## config.mk

```make
export PLATFORM = sky130hd
export DESIGN_NAME = wb_arbiter
export DESIGN_NICKNAME = d
export VERILOG_FILES = /design/src/rtl/wb_arbiter.sv
export SDC_FILE = /design/constraint.sdc
export NUM_CORES = 1
export LEC_CHECK = 0
export CORE_MARGIN = 2
export CORE_UTILIZATION = 49
export CTS_BUF_LIST = sky130_fd_sc_hd__clkbuf_4 sky130_fd_sc_hd__clkbuf_8
export CTS_CLUSTER_DIAMETER = 60
export CTS_CLUSTER_SIZE = 14
export DETAILED_ROUTE_END_ITERATION = 12
export GPL_TIMING_DRIVEN = 0
export PLACE_DENSITY = 0.81
export SYNTH_ARGS = -nofsm -noshare
export SYNTH_HDL_FRONTEND = slang
export SYNTH_SLANG_ARGS = --single-unit
```

## constraint.sdc

```tcl
create_clock -name clk -period 1.38 [get_ports clk]
set_input_delay 0.276 -clock clk [delete_from_list [all_inputs] [get_ports clk]]
set_output_delay 0.276 -clock clk [all_outputs]
set_load 0.03 [all_outputs]
```

## src/rtl/wb_arbiter.sv

```systemverilog
// Write-back arbiter: two producers, one holding slot each, one register-file write port.
// Define WB_RR_ARB_EN for round-robin on contention; otherwise producer A has fixed priority.
module wb_arbiter #(
    parameter int DATA_W = 8
) (
    input  logic              clk,
    input  logic              rst_n,
    input  logic              a_valid,
    output logic              a_ready,
    input  logic [1:0]        a_rd,
    input  logic [DATA_W-1:0] a_data,
    input  logic              a_nowrite,
    input  logic              b_valid,
    output logic              b_ready,
    input  logic [1:0]        b_rd,
    input  logic [DATA_W-1:0] b_data,
    input  logic              b_nowrite,
    output logic              reg0_en,
    output logic              reg1_en,
    output logic              reg2_en,
    output logic              reg3_en,
    output logic [DATA_W-1:0] wr_data,
    output logic              wb_src
);

    logic              occ_a_q, occ_a_d;
    logic [1:0]        rd_a_q, rd_a_d;
    logic [DATA_W-1:0] data_a_q, data_a_d;
    logic              nw_a_q, nw_a_d;

    logic              occ_b_q, occ_b_d;
    logic [1:0]        rd_b_q, rd_b_d;
    logic [DATA_W-1:0] data_b_q, data_b_d;
    logic              nw_b_q, nw_b_d;

    logic [3:0]        en_q, en_d;
    logic [DATA_W-1:0] wr_data_q, wr_data_d;
    logic              wb_src_q, wb_src_d;

    logic              a_wins;
    logic              grant_a, grant_b;
    logic [1:0]        sel_rd;
    logic [DATA_W-1:0] sel_data;
    logic              sel_nw;

`ifdef WB_RR_ARB_EN
    // Last contested winner: 0 = A, 1 = B. Reset to B so A takes the first contest.
    logic rr_q, rr_d;
    assign a_wins = rr_q;
`else
    assign a_wins = 1'b1;
`endif

    // Grant depends only on slot occupancy, never on the valid inputs.
    assign grant_a = occ_a_q & (~occ_b_q | a_wins);
    assign grant_b = occ_b_q & ~grant_a;

    assign a_ready = rst_n & (~occ_a_q | grant_a);
    assign b_ready = rst_n & (~occ_b_q | grant_b);

    assign sel_rd   = grant_b ? rd_b_q   : rd_a_q;
    assign sel_data = grant_b ? data_b_q : data_a_q;
    assign sel_nw   = grant_b ? nw_b_q   : nw_a_q;

    always_comb begin
        occ_a_d   = occ_a_q;
        rd_a_d    = rd_a_q;
        data_a_d  = data_a_q;
        nw_a_d    = nw_a_q;
        occ_b_d   = occ_b_q;
        rd_b_d    = rd_b_q;
        data_b_d  = data_b_q;
        nw_b_d    = nw_b_q;
        en_d      = 4'b0000;
        wr_data_d = wr_data_q;
        wb_src_d  = wb_src_q;

        if (grant_a || grant_b) begin
            wr_data_d = sel_data;
            wb_src_d  = grant_b;
            if (!sel_nw) begin
                en_d = 4'b0001 << sel_rd;
            end
        end

        // A new request on a slot being granted this edge refills it with no bubble.
        if (grant_a) begin
            occ_a_d = 1'b0;
        end
        if (a_valid && a_ready) begin
            occ_a_d  = 1'b1;
            rd_a_d   = a_rd;
            data_a_d = a_data;
            nw_a_d   = a_nowrite;
        end

        if (grant_b) begin
            occ_b_d = 1'b0;
        end
        if (b_valid && b_ready) begin
            occ_b_d  = 1'b1;
            rd_b_d   = b_rd;
            data_b_d = b_data;
            nw_b_d   = b_nowrite;
        end
    end

`ifdef WB_RR_ARB_EN
    always_comb begin
        rr_d = rr_q;
        if (occ_a_q && occ_b_q) begin
            rr_d = grant_b;
        end
    end

    always_ff @(posedge clk or negedge rst_n) begin
        if (!rst_n) begin
            rr_q <= 1'b1;
        end else begin
            rr_q <= rr_d;
        end
    end
`endif

    always_ff @(posedge clk or negedge rst_n) begin
        if (!rst_n) begin
            occ_a_q   <= 1'b0;
            rd_a_q    <= 2'd0;
            data_a_q  <= '0;
            nw_a_q    <= 1'b0;
            occ_b_q   <= 1'b0;
            rd_b_q    <= 2'd0;
            data_b_q  <= '0;
            nw_b_q    <= 1'b0;
            en_q      <= 4'b0000;
            wr_data_q <= '0;
            wb_src_q  <= 1'b0;
        end else begin
            occ_a_q   <= occ_a_d;
            rd_a_q    <= rd_a_d;
            data_a_q  <= data_a_d;
            nw_a_q    <= nw_a_d;
            occ_b_q   <= occ_b_d;
            rd_b_q    <= rd_b_d;
            data_b_q  <= data_b_d;
            nw_b_q    <= nw_b_d;
            en_q      <= en_d;
            wr_data_q <= wr_data_d;
            wb_src_q  <= wb_src_d;
        end
    end

    assign reg0_en = en_q[0];
    assign reg1_en = en_q[1];
    assign reg2_en = en_q[2];
    assign reg3_en = en_q[3];
    assign wr_data = wr_data_q;
    assign wb_src  = wb_src_q;

endmodule

```

Word level (Yosys, flattened, before mapping)
Cells that the tools add are included.

word-level totals
  logic and storage cells = 29
  input port bits = 26
  output and inout bits = 15
  register bits = 37

operators by class
  multiplexer cells = 8
  bitwise logic cells = 5
  shift-type cells = 1
  reductions and logical operators = 4

operators with widths
  cell                                                                count
  4-bit two-way mux                                                   2
  8-bit two-way mux                                                   1
  1-bit two-way mux                                                   4
  1-bit by 2-bit left shift with 4-bit output (first input constant)  1
  1-bit bitwise AND                                                   2
  1-bit logical AND                                                   2
  2-bit two-way mux                                                   1
  1-bit inverter                                                      2
  2-bit nonzero test                                                  1
  1-bit logical OR                                                    1
  1-bit OR                                                            1

Logic depth before layout (Yosys ltp)
  word-level depth = 6
  gate-level depth with buffers = 4
  depth with buffers taken out = 3

Worst setup path before layout
OpenSTA, ideal clock, no wires.

  path kind = register -> register
  start = register occ_a_q (netlist: grant_a)
  end = register data_b_q[0]
  slack = 0.215 ns
  arrival = 1.040 ns
  clock period less this slack = 1.165 ns
  required time = 1.255 ns
  stages on the path, launching flop included = 5
  path buffers = 1
  library setup time = 0.125 ns
  cell sequence = dfrtp_1 > nand2_1 > nand3_2 > buf_6 > mux2_4

between the ends
  longest elaborated chain between the ends = 5

ends and longest elaborated chain
  what                    RTL line  text
  from (decl)             26        logic occ_a_q, occ_a_d;
  from (signal assigned)  127       occ_a_q <= 1'b0;
  from (signal assigned)  139       occ_a_q <= occ_a_d;
  1-bit inverter          n/a
  1-bit bitwise AND       56        assign grant_b = occ_b_q & ~grant_a;
  1-bit OR                59        assign b_ready = rst_n & (~occ_b_q | grant_b);
  1-bit bitwise AND       59
  1-bit logical AND       100       if (b_valid && b_ready) begin
  to (signal assigned)    145       data_b_q <= data_b_d;
  to (decl)               33        logic [DATA_W-1:0] data_b_q, data_b_d;

Every way passes these cells.
A chain may end at the register's enable or synchronous reset.

Worst setup path in the final report
  start = register occ_a_q (netlist: grant_a)
  end = output b_ready

between the ends
  longest elaborated chain between the ends = 4

ends and longest elaborated chain
  what               RTL line  text
  1-bit inverter     n/a
  1-bit bitwise AND  56
  1-bit OR           59
  1-bit bitwise AND  59
  to (decl)          14        output logic b_ready,

Every way passes these cells.

==> flow_metrics.py <==
metrics = {
    "layout": {
        "fillers": 232,
        "final_common_cell": "dfrtp_1",
        "syn_to_final_growth_pct": 33.3,
        "fin_nets": 186,
        "num_antenna_cells": 0,
        "multi_input_area_um2": 549,
        "drive_above_1_share_pct": 30.0,
        "final_cell_mix": "37 x dfrtp_1, 24 x clkdlybuf4s50_1, 13 x mux2_2, 10 x nand2_1",
        "seqCellArea_um2": 926,
        "stdcell_area_um2": 2020,
    },
    "power_and_ir_drop": {
        "p_int_mw": 1.83,
        "leakage_nw": 0.950,
        "switching_share_pct": 29.1,
        "peakVddDrop_uv": 539,
        "p_sw_uw": 748,
        "clockPowerShare_pct": 22.9,
        "power_density_nw_per_um2": 1270,
        "p_comb_share_pct": 24.4,
        "pwr-share-seq_pct": 52.7,
    },
    "grt": {
        "overflow": 0,
        "met2_usage_pct": 27.8,
        "grt.total_usage_pct": 17.8,
        "grt_busiest_layer": "met2",
        "grt_pass1_vias": 1020,
        "globalRouteMet1Util_pct": 22.3,
        "grt_pass1_wl_um": 4550,
        "antenna_found_initial": 0,
        "grt_util_met3_pct": 3.49,
        "grt_max_degree": 43,
    },
    "sta": {
        "period_minus_slack_ns": 1.42,
        "min_period_over_period_pct": 103,
        "hold_violations": 37,
        "fmax_mhz": 703,
        "tightest_slew_ns": 0.312,
        "max-slew-margin-rel_pct": 79.3,
        "layout_setup_ws_ns": -0.0424,
        "rsz0062_at_grt": "true",
        "setup_viol": 1,
        "fin_hold_ws_ns": -0.239,
        "skew_ns": 0.0119,
        "slew_viol_final": 0,
    },
    "floorplanning": {
        "rows": 20,
        "dieArea_um2": 3560,
        "core_um2": 3000,
        "start_util_pct": 50.5,
        "pin_count": 41,
        "die_h_um": 59.6,
        "die_w_um": 59.6,
    },
    "critical_path": {
        "worst_setup_path_start_kind": "register",
        "critPathKind": "reg2out",
        "crit_required_ns": 1.10,
        "cp_max_fo": 4,
        "crit_path_end_kind": "primary output",
        "crit_arrival_ns": 1.15,
    },
    "yosys": {
        "syn_avg_cell_area_um2": 13.7,
        "ys_seq_area_share_pct": 61.1,
        "synth_seq_cells": 37,
        "synth_cell_types": 19,
        "syn-cell-area_um2": 1520,
        "syn-num-nets": 137,
        "synthCells": 111,
        "yosys_warnings": 0,
    },
    "detailed_routing": {
        "wl_per_cell_um": 14.8,
        "drt_pass1_iterations": 4,
        "routed_via_density": 5.15,
        "via_count": 993,
        "drt-initial-drc-count": 23,
        "ant_nets": 0,
        "drc": 0,
        "wl_um": 2860,
    },
    "place": {
        "place_area_um2": 1950,
        "finalWeightedCongestion": 0.751,
        "portBuffers": 40,
        "hpwl_um": 2050,
    },
    "clock_tree": {
        "cts-root-buf": "clkbuf_4",
        "clk_pin_slew_ns": 0.11,
        "cts_buffers": 5,
        "cts_tree": "done",
        "cts_num_sinks": 37,
        "clk_path_buf_depth": 2,
        "clk_latency_ns": 0.34,
        "htree_num_levels": 2,
    },
    "run": {
        "drv_cap": 0,
    },
    "outcome": {
        "status": "complete, but fails checks",
        "violations": "negative hold slack, negative setup slack",
    },
    "worst_hold_path": {
        "min_path_type": "in2async",
    },
}
kinds of logic after synthesis:
logic type | synth area share [%]
buf+inv | 3.22
mux | 24.5
flops | 61.1
compound gates | 3.71
simple gates | 7.51
power by group through the flow:
stage                     sequential, mW  combinational, mW  clock, mW
final                               1.36              0.627      0.590
after CTS                           1.35              0.631      0.593
after global routing                1.38              0.675      0.643
after floorplan                     1.48              0.261          0
after detailed placement            1.37              0.671          0
after global placement              1.36              0.657          0
metrics by stage:
step / utilization [%] / cells / TNS, ns / power, mW / setup slack (ns)
2_1_floorplan: - / 111 / 0 / 1.74 / 0.215
4_1_cts: 66.9 / 191 / -0.101 / 2.58 / -0.101
3_3_place_gp: 65.2 / 184 / -70.24 / 2.02 / -1.83
3_5_place_dp: 65.0 / 184 / -11.60 / 2.04 / -0.807
5_1_grt: 67.3 / 193 / -0.0805 / 2.69 / -0.0805
6_report: 67.3 / 193 / -0.0424 / 2.57 / -0.0424
final timing paths:
| check | startpoint | end | slack [ns] | depth (start not counted) |
|---|---|---|---|---|
| max | grant_a | b_ready | -0.04 | 3 |
| min | rst_n | data_a_q[0] | -0.24 | 1 |
| max reg2reg | grant_a | en_q[1] | 0.11 | 4 |
| min reg2reg | data_a_q[5] | wr_data[5] | 0.48 | 2 |
| max in group asynchronous | rst_n | wr_data[6] | 1.41 | 1 |
| min in group clk | rst_n | nw_a_q | 0.30 | 3 |
cells in the mapped netlist, drive strengths merged:
library cell,number,share of area [%]
dfrtp,37,61
mux2,22,19
nand3,2,0.99
nor4b,1,0.58
inv,2,0.50
nor2,7,1.7
o21ai,9,3.0
nand2,11,2.7
a21oi,1,0.33
nor4bb,1,0.66
and2,1,0.41
mux2i,9,5.9
nor2b,1,0.41
a31oi,1,0.41
buf,6,2.7
metal layers:
layer / wire [um] / share of wire [%] / vias to the layer above
li1: - / - / 473
met1: 1240 / 43 / 483
met2: 1440 / 50 / 26
met3: 108 / 3.8 / 11
met4: 82 / 2.9 / 0
met5: 0 / 0 / -
critical path: stages (launching register included):
cell	delay [ns]
dfrtp_1	0.43
nand2_2	0.10
and2_4	0.15
buf_6	0.12
layout make-up:
| class | count | share of cell area [%] |
|---|---|---|
| inverter | 2 | 0.372 |
| sequential | 37 | 45.8 |
| tap | 33 | 2.04 |
| timing repair buffer | 42 | 19.6 |
| buffer | 6 | 2.04 |
| multi-input combinational | 66 | 27.2 |
| clock buffer | 7 | 2.91 |
state kept, by name, indices dropped and copies added (netlist names):
register / flops
nw_a_q: 1
data_a_q: 8
grant_a: 1
data_b_q: 8
wr_data: 8
rd_a_q: 2
occ_b_q: 1
wb_src: 1
rd_b_q: 2
nw_b_q: 1
en_q: 4
timing repair:
action / 4_1_cts / 5_1_grt
endpoints found under the setup margin: 33 / 12
gates resized for setup: 28 / 15
pin swaps: 0 / 1
cloned: 0 / 0
buffers inserted: 0 / 2
hold endpoints to repair: 37 / 37
Power figures use the tool's default switching activity.
